==> config.mk <==
export PLATFORM = sky130hd
export DESIGN_NAME = id_ex_stage
export DESIGN_NICKNAME = d
export VERILOG_FILES = /design/src/rtl/id_ex_stage_pkg.sv /design/src/rtl/id_ex_stage_alu_ctrl_dec.sv /design/src/rtl/id_ex_stage.sv
export SDC_FILE = /design/constraint.sdc
export NUM_CORES = 1
export LEC_CHECK = 0
export CAP_MARGIN = 20
export CORE_MARGIN = 8
export CORE_UTILIZATION = 43
export CTS_CLUSTER_SIZE = 8
export DETAILED_ROUTE_END_ITERATION = 10
export GPL_TIMING_DRIVEN = 1
export PLACE_DENSITY = 0.82
export SYNTH_ARGS = -nofsm -noshare
export SYNTH_HDL_FRONTEND = slang
export SYNTH_SLANG_ARGS = --single-unit
==> constraint.sdc <==
create_clock -name clk -period 2.3 [get_ports clk]
set_input_delay 0.46 -clock clk [delete_from_list [all_inputs] [get_ports clk]]
set_output_delay 0.46 -clock clk [all_outputs]
set_load 0.02 [all_outputs]
==> src/rtl/id_ex_stage_pkg.sv <==
// Shared constants and types for the ID/EX pipeline register and the ALU decoder.
// ALU control codes, alu_op encodings and R-type funct values live here so the ALU can reuse them.
package id_ex_stage_pkg;

  localparam logic [3:0] ALU_AND = 4'b0000;
  localparam logic [3:0] ALU_OR  = 4'b0001;
  localparam logic [3:0] ALU_ADD = 4'b0010;
  localparam logic [3:0] ALU_SUB = 4'b0110;
  localparam logic [3:0] ALU_SLT = 4'b0111;
  localparam logic [3:0] ALU_NOP = 4'b1111;

  localparam logic [1:0] OP_ADD   = 2'b00;
  localparam logic [1:0] OP_SUB   = 2'b01;
  localparam logic [1:0] OP_RTYPE = 2'b10;
  localparam logic [1:0] OP_ORI   = 2'b11;

  localparam logic [5:0] FN_ADD = 6'b100000;
  localparam logic [5:0] FN_SUB = 6'b100010;
  localparam logic [5:0] FN_AND = 6'b100100;
  localparam logic [5:0] FN_OR  = 6'b100101;
  localparam logic [5:0] FN_SLT = 6'b101010;

  typedef struct packed {
    logic        valid;
    logic [3:0]  alu_ctrl;
    logic [31:0] alu_in1;
    logic [31:0] alu_in2;
    logic [31:0] store_data;
    logic [4:0]  wr_reg;
    logic        reg_write;
    logic        mem_read;
    logic        mem_write;
    logic        mem_to_reg;
    logic        illegal;
  } ex_regs_t;

  localparam ex_regs_t EX_BUBBLE = '{
    valid:      1'b0,
    alu_ctrl:   ALU_NOP,
    alu_in1:    32'd0,
    alu_in2:    32'd0,
    store_data: 32'd0,
    wr_reg:     5'd0,
    reg_write:  1'b0,
    mem_read:   1'b0,
    mem_write:  1'b0,
    mem_to_reg: 1'b0,
    illegal:    1'b0
  };

  // or-immediate is a logical op, so its immediate is zero-extended; everything else sign-extends
  function automatic logic [31:0] ext_imm(input logic [15:0] imm, input logic [1:0] alu_op);
    logic [31:0] ext;
    if (alu_op == OP_ORI) begin
      ext = {16'd0, imm};
    end else begin
      ext = {{16{imm[15]}}, imm};
    end
    return ext;
  endfunction

endpackage

==> src/rtl/id_ex_stage_alu_ctrl_dec.sv <==
// Combinational ALU control decoder: (alu_op, funct) -> alu_ctrl code plus unsupported-funct flag.
module alu_ctrl_dec
  import id_ex_stage_pkg::*;
(
  input  logic [1:0] alu_op,
  input  logic [5:0] funct,
  output logic [3:0] alu_ctrl,
  output logic       illegal
);

  // Unknown R-type functions decode to NOP and raise illegal so EX can squash side effects
  always_comb begin
    alu_ctrl = ALU_NOP;
    illegal  = 1'b0;
    case (alu_op)
      OP_ADD: alu_ctrl = ALU_ADD;
      OP_SUB: alu_ctrl = ALU_SUB;
      OP_ORI: alu_ctrl = ALU_OR;
      OP_RTYPE: begin
        case (funct)
          FN_ADD:  alu_ctrl = ALU_ADD;
          FN_SUB:  alu_ctrl = ALU_SUB;
          FN_AND:  alu_ctrl = ALU_AND;
          FN_OR:   alu_ctrl = ALU_OR;
          FN_SLT:  alu_ctrl = ALU_SLT;
          default: begin
            alu_ctrl = ALU_NOP;
            illegal  = 1'b1;
          end
        endcase
      end
      default: begin
        alu_ctrl = ALU_NOP;
        illegal  = 1'b1;
      end
    endcase
  end

endmodule

==> src/rtl/id_ex_stage.sv <==
// ID/EX pipeline register with operand selection, ALU control decode and load-use hazard detection.
// Only load_use_hazard is combinational; every EX-side output comes straight from ex_q.
module id_ex_stage
  import id_ex_stage_pkg::*;
#(
  parameter int HAZARD_EN = 1
) (
  input  logic        clk,
  input  logic        rst_n,
  input  logic        stall,
  input  logic        flush,
  input  logic        in_valid,
  input  logic [1:0]  alu_op,
  input  logic [5:0]  funct,
  input  logic [4:0]  rs_addr,
  input  logic [4:0]  rt_addr,
  input  logic [4:0]  rd_addr,
  input  logic [31:0] rs_data,
  input  logic [31:0] rt_data,
  input  logic [15:0] imm,
  input  logic        alu_src,
  input  logic        reg_dst,
  input  logic        reg_write,
  input  logic        mem_read,
  input  logic        mem_write,
  input  logic        mem_to_reg,
  output logic        load_use_hazard,
  output logic        ex_valid,
  output logic [31:0] alu_in1,
  output logic [31:0] alu_in2,
  output logic [3:0]  alu_ctrl,
  output logic [31:0] ex_store_data,
  output logic [4:0]  ex_wr_reg,
  output logic        ex_reg_write,
  output logic        ex_mem_read,
  output logic        ex_mem_write,
  output logic        ex_mem_to_reg,
  output logic        ex_illegal
);

  ex_regs_t    ex_q;
  ex_regs_t    ex_d;
  ex_regs_t    load_s;
  logic [3:0]  dec_ctrl_s;
  logic        dec_illegal_s;
  logic        hazard_raw_s;
  logic        rt_read_s;

  alu_ctrl_dec u_dec (
    .alu_op   (alu_op),
    .funct    (funct),
    .alu_ctrl (dec_ctrl_s),
    .illegal  (dec_illegal_s)
  );

  // rt is a source for register-register ops and as store data, not when it is an I-type destination
  assign rt_read_s    = !alu_src || mem_write;
  assign hazard_raw_s = in_valid && ex_q.valid && ex_q.mem_read && (ex_q.wr_reg != 5'd0) &&
                        ((ex_q.wr_reg == rs_addr) || ((ex_q.wr_reg == rt_addr) && rt_read_s));
  assign load_use_hazard = (HAZARD_EN != 0) ? hazard_raw_s : 1'b0;

  // Register image for a normal load of the current ID instruction
  always_comb begin
    load_s            = EX_BUBBLE;
    load_s.valid      = 1'b1;
    load_s.alu_ctrl   = dec_ctrl_s;
    load_s.illegal    = dec_illegal_s;
    load_s.alu_in1    = rs_data;
    load_s.alu_in2    = alu_src ? ext_imm(imm, alu_op) : rt_data;
    load_s.store_data = rt_data;
    load_s.wr_reg     = reg_dst ? rd_addr : rt_addr;
    load_s.reg_write  = reg_write && !dec_illegal_s;
    load_s.mem_read   = mem_read && !dec_illegal_s;
    load_s.mem_write  = mem_write && !dec_illegal_s;
    load_s.mem_to_reg = mem_to_reg;
  end

  // Next-state priority: flush, then stall (hold), then hazard or empty slot (bubble), then load
  always_comb begin
    ex_d = EX_BUBBLE;
    if (flush) begin
      ex_d = EX_BUBBLE;
    end else if (stall) begin
      ex_d = ex_q;
    end else if (load_use_hazard || !in_valid) begin
      ex_d = EX_BUBBLE;
    end else begin
      ex_d = load_s;
    end
  end

  // Pipeline register; synchronous reset discards anything held by a stall
  always_ff @(posedge clk) begin
    if (!rst_n) begin
      ex_q <= EX_BUBBLE;
    end else begin
      ex_q <= ex_d;
    end
  end

  assign ex_valid      = ex_q.valid;
  assign alu_in1       = ex_q.alu_in1;
  assign alu_in2       = ex_q.alu_in2;
  assign alu_ctrl      = ex_q.alu_ctrl;
  assign ex_store_data = ex_q.store_data;
  assign ex_wr_reg     = ex_q.wr_reg;
  assign ex_reg_write  = ex_q.reg_write;
  assign ex_mem_read   = ex_q.mem_read;
  assign ex_mem_write  = ex_q.mem_write;
  assign ex_mem_to_reg = ex_q.mem_to_reg;
  assign ex_illegal    = ex_q.illegal;

endmodule

==> results summary <==
The tightest hold path in the finished design has a slack of 469.6 ps. The cell row count is 40. The tree is rooted in a sky130_fd_sc_hd__clkbuf_16. By area the synthesized netlist is led by sky130_fd_sc_hd__dfxtp_1 43%, sky130_fd_sc_hd__a2bb2oi_1 8.4%, sky130_fd_sc_hd__a21oi_1 7.4%, sky130_fd_sc_hd__a22oi_1 5.5%, sky130_fd_sc_hd__o21ai_0 4.9%.

The critical path data required time came out at 1840 ps. In this run the deepest clock path goes through 2 buffers. In this run the critical register-to-register path is captured at ex_store_data[15].

The number of slew-limit violations in the final report is 0. The number of global-route vias before repair came to 5583. STA classifies the critical path startpoint as an input port. The total overflow left after global routing is 0. The post-place instance area is 0.007619 sq mm.

In the routed layout, each cell is associated on average with a via count of 5.934. The worst path uses 97.47% of the clock period. The combined buffer and inverter count along the critical path is 2. The detailed router's first-iteration violation count came out at 531. The area of the die came out at 0.01584 sq mm. The most used flip-flop cell after synthesis is sky130_fd_sc_hd__dfxtp_1. Counting instances in the post-synthesis netlist gives the leading cell types as 111 x sky130_fd_sc_hd__dfxtp_1, 77 x sky130_fd_sc_hd__a21oi_1, 56 x sky130_fd_sc_hd__nand2_1, 51 x sky130_fd_sc_hd__o21ai_0, 50 x sky130_fd_sc_hd__a2bb2oi_1.

The fraction of registers with async set or reset after synthesis came out at 0%. The first detailed-routing pass took 6 iterations. For this run, global-route usage on met2 was measured as 37.70%. Summing all multi-input logic gate instances after layout gives 0.002634 sq mm. The maximum clock frequency came out at 446.1 MHz. On the worst path, the slowest cell contributes a delay of 500 ps. The most frequent cell after synthesis is sky130_fd_sc_hd__dfxtp_1. The count of unresolved DRC violations after routing is 0.

Relative to the synthesized area, the layout overhead comes to 52.82%. For this design, the slowest cell found on the critical path is sky130_fd_sc_hd__clkdlybuf4s50_1. The met3 demand-to-capacity share in global routing is 8.354%. The register area share after synthesis is 42.82%.

In this run the worst hold path is classified as flip-flop to flip-flop. Once the floorplan was initialized, standard cells occupied 43.57% of the core. After filler insertion, the fill cell instance count of the layout stands at 973. Cells with a size suffix above 1 make up 8.723% of the layout. Across the VDD grid, the largest voltage drop is 279.5 uV. The mean routed wirelength per cell came out at 19.57 um. For this design the top-level I/O count stands at 226. The initial antenna violation count came out at 1. The TritonCTS clock tree is built. The maximum level of the CTS H-tree is 3.

The measured slew at the worst slew-check pin is 437.2 ps. The average cell area after synthesis came out at 8.812 sq um. The launch point of the worst hold path is ex_store_data[0]. The Yosys step of the flow raised 0 warnings. Synthesis produced a netlist whose cell count is 589. Of all nets on the critical path, the largest fanout is 2. Counting flops and latches in the post-synthesis netlist gives 111. The final non-filler cell area came out at 0.007931 sq mm.

In this run the tightest slew margin relative to its limit is 70.85%. The number of buffers inserted by hold repair at cts came out at 0. The global routing's busiest layer is met2. The floorplan step defined a core boundary enclosing 0.01191 sq mm. Summed over all failing endpoints, the final setup total negative slack is 0 ps. The die span in x came out at 125.9 um. The critical path is of the input port to output pin type. Cells fill 66.59% of the core in the end.

The power density over cell area is 547.0 mW/mm^2. The count of cells along the worst register-to-register path is 5. The hold path depth is 2. The worst clock skew came out at 7.763 ps. The final layout contains routed wiring with a total length of 18370 um. The cell type with the highest aggregate area in the netlist is sky130_fd_sc_hd__dfxtp_1. The synthesized design devotes to its leading area cell type 42.82% of total area.

The origin of the critical flop-to-flop path is ex_wr_reg[0]. The later pin in the worst-skew pair is clocked with a latency of 350 ps. The number of standard cells in the layout, taps in and fillers out is 939. The critical path runs through a total of 6 cells.

At the end of routability-driven placement, the weighted congestion stood at 0.8641. The HPWL after detailed placement is 13350 um. The number of maximum-capacitance constraint violations came out at 0. The die height came out at 125.9 um. The cell area that synthesis handed to floorplanning was 0.005190 sq mm. The post-route antenna net violation count is 0. The flow ran to the end, and the final reports show no timing, DRC or antenna violations. After detailed placement, the design holds a cell count of 921. The first-pass GRT wire length came out at 28930 um.

The via total after detailed routing came out at 5572. STA classifies the critical path endpoint as an output pin. The slack of the worst reg-to-reg path came out at 380 ps. The global-route usage over all layers came out at 22.22%. The clock-pin slew on the worst setup and hold paths is 70 ps. The final critical-path required period came out at 2242 ps. The synthesized design contains 0 enable-type register cells. The met1 usage is 24.00%. The arrival time reported for the critical path endpoint is 1780 ps. Setup violations remaining at the end of the flow were counted as 0. The path with the worst hold slack has its endpoint at ex_store_data[0].

The cell leakage power is 0.002991 uW. The largest net degree at the start of global routing is 74. The final number of hold-violating endpoints came out at 0.

The number of buffers created by CTS came out at 9. The final layout net count is 900. The count of input and output buffers came out at 225. The sequential cell area came out at 0.002226 sq mm. The net count of the mapped netlist came out at 703.

The clock sink count is 111. Among cell families on the critical path, the largest total delay comes from buffers and inverters. Walking the worst path, the cells encountered are clkdlybuf4s50_1, xnor2_1, nand4_1, o22a_1, nor2_1, buf_4.

The number of library cell types mapped by synthesis is 43.
-- final cells by class --
type | count | area share, %
multi-input cells | 399 | 33.21
repair buffers | 248 | 31.80
flip-flops and latches | 111 | 28.06
clock buffers | 10 | 3.013
well taps | 147 | 2.319
inverters | 17 | 0.8045
clock inverters | 6 | 0.7572
diodes | 1 | 0.03155
-- cell usage in the layout, fill, tap and decap left out, types with 2 or more instances in the layout --
cell and instances:
sky130_fd_sc_hd__o21ai_0 50, sky130_fd_sc_hd__o31a_1 2, sky130_fd_sc_hd__and2_1 4, sky130_fd_sc_hd__buf_4 16, sky130_fd_sc_hd__a21oi_1 77, sky130_fd_sc_hd__nand2b_1 3, sky130_fd_sc_hd__clkinv_2 3, sky130_fd_sc_hd__a2bb2oi_1 50
sky130_fd_sc_hd__clkbuf_16 9, sky130_fd_sc_hd__a32oi_1 17, sky130_fd_sc_hd__dfxtp_1 108, sky130_fd_sc_hd__a41o_1 2, sky130_fd_sc_hd__inv_1 17, sky130_fd_sc_hd__nand2_1 56, sky130_fd_sc_hd__o21ai_1 9, sky130_fd_sc_hd__o31ai_1 16
sky130_fd_sc_hd__mux2_2 20, sky130_fd_sc_hd__nor2_1 6, sky130_fd_sc_hd__xnor2_1 10, sky130_fd_sc_hd__a41oi_1 2, sky130_fd_sc_hd__nand3_1 3, sky130_fd_sc_hd__clkdlybuf4s50_1 224, sky130_fd_sc_hd__buf_12 8, sky130_fd_sc_hd__o22ai_1 14
sky130_fd_sc_hd__dfxtp_2 3, sky130_fd_sc_hd__a22oi_1 38, sky130_fd_sc_hd__o2bb2ai_1 2, sky130_fd_sc_hd__clkinvlp_4 2
-- power breakdown --
| part | switching (uW) | total [uW] | internal [uW] | leakage [uW] |
|---|---|---|---|---|
| clock | 707 | 1580 | 869 | 0.000144 |
| combinational | 335 | 733 | 399 | 0.00194 |
| sequential | 43.2 | 2030 | 1990 | 0.000904 |
-- through the flow --
| stage | power (uW) | setup slack [ps] |
|---|---|---|
| after floorplan | 2370 | 280.8 |
| after global placement | 2782 | 80.36 |
| after detailed placement | 2801 | 38.94 |
| after CTS | 4374 | 20.91 |
| after global routing | 4502 | -1.540 |
| final | 4339 | 58.24 |
-- cell families (layout without fill, tap and decap cells) --
| group | after synthesis | after routing | synth area share [%] |
|---|---|---|---|
| flip-flops | 111 | 111 | 42.82 |
| multiplexers | 20 | 20 | 4.340 |
| AO/OA/AOI/OAI | 286 | 286 | 36.67 |
| AND/OR/NAND/NOR | 83 | 83 | 7.522 |
| buffers and inverters | 79 | 281 | 6.967 |
| XOR/XNOR | 10 | 10 | 1.687 |
| other | 0 | 1 | 0 |
-- metal layers --
layer	share of wire (%)	vias up
met5	0	-
met2	49	231
met3	9.6	39
met4	3.6	0
li1	-	2603
met1	38	2699
-- worst register-to-register path: stages (launching register included) --
cell                        delay (ps)
sky130_fd_sc_hd__dfxtp_2           360
sky130_fd_sc_hd__or4_4             580
sky130_fd_sc_hd__o2111ai_4         230
sky130_fd_sc_hd__buf_4             390
sky130_fd_sc_hd__a32oi_1           190
sky130_fd_sc_hd__o31ai_1            90
-- how the worst max path moves through the flow --
| stage | endpoint | startpoint | slack [ps] |
|---|---|---|---|
| 4_1_cts | load_use_hazard | ex_wr_reg[4] | 20 |
| 6_report | load_use_hazard | rt_addr[4] | 60 |
| 3_3_place_gp | load_use_hazard | rt_addr[4] | 80 |
| 3_5_place_dp | load_use_hazard | rt_addr[4] | 40 |
| 2_1_floorplan | load_use_hazard | ex_wr_reg[0] | 280 |
| 5_1_grt | load_use_hazard | rt_addr[2] | -2 |
-- repair_timing --
action,in CTS,in global routing
setup endpoints to repair,0,1
setup buffers,0,1
resized for setup,0,4
Note: power is estimated with default switching activity, not from simulation.
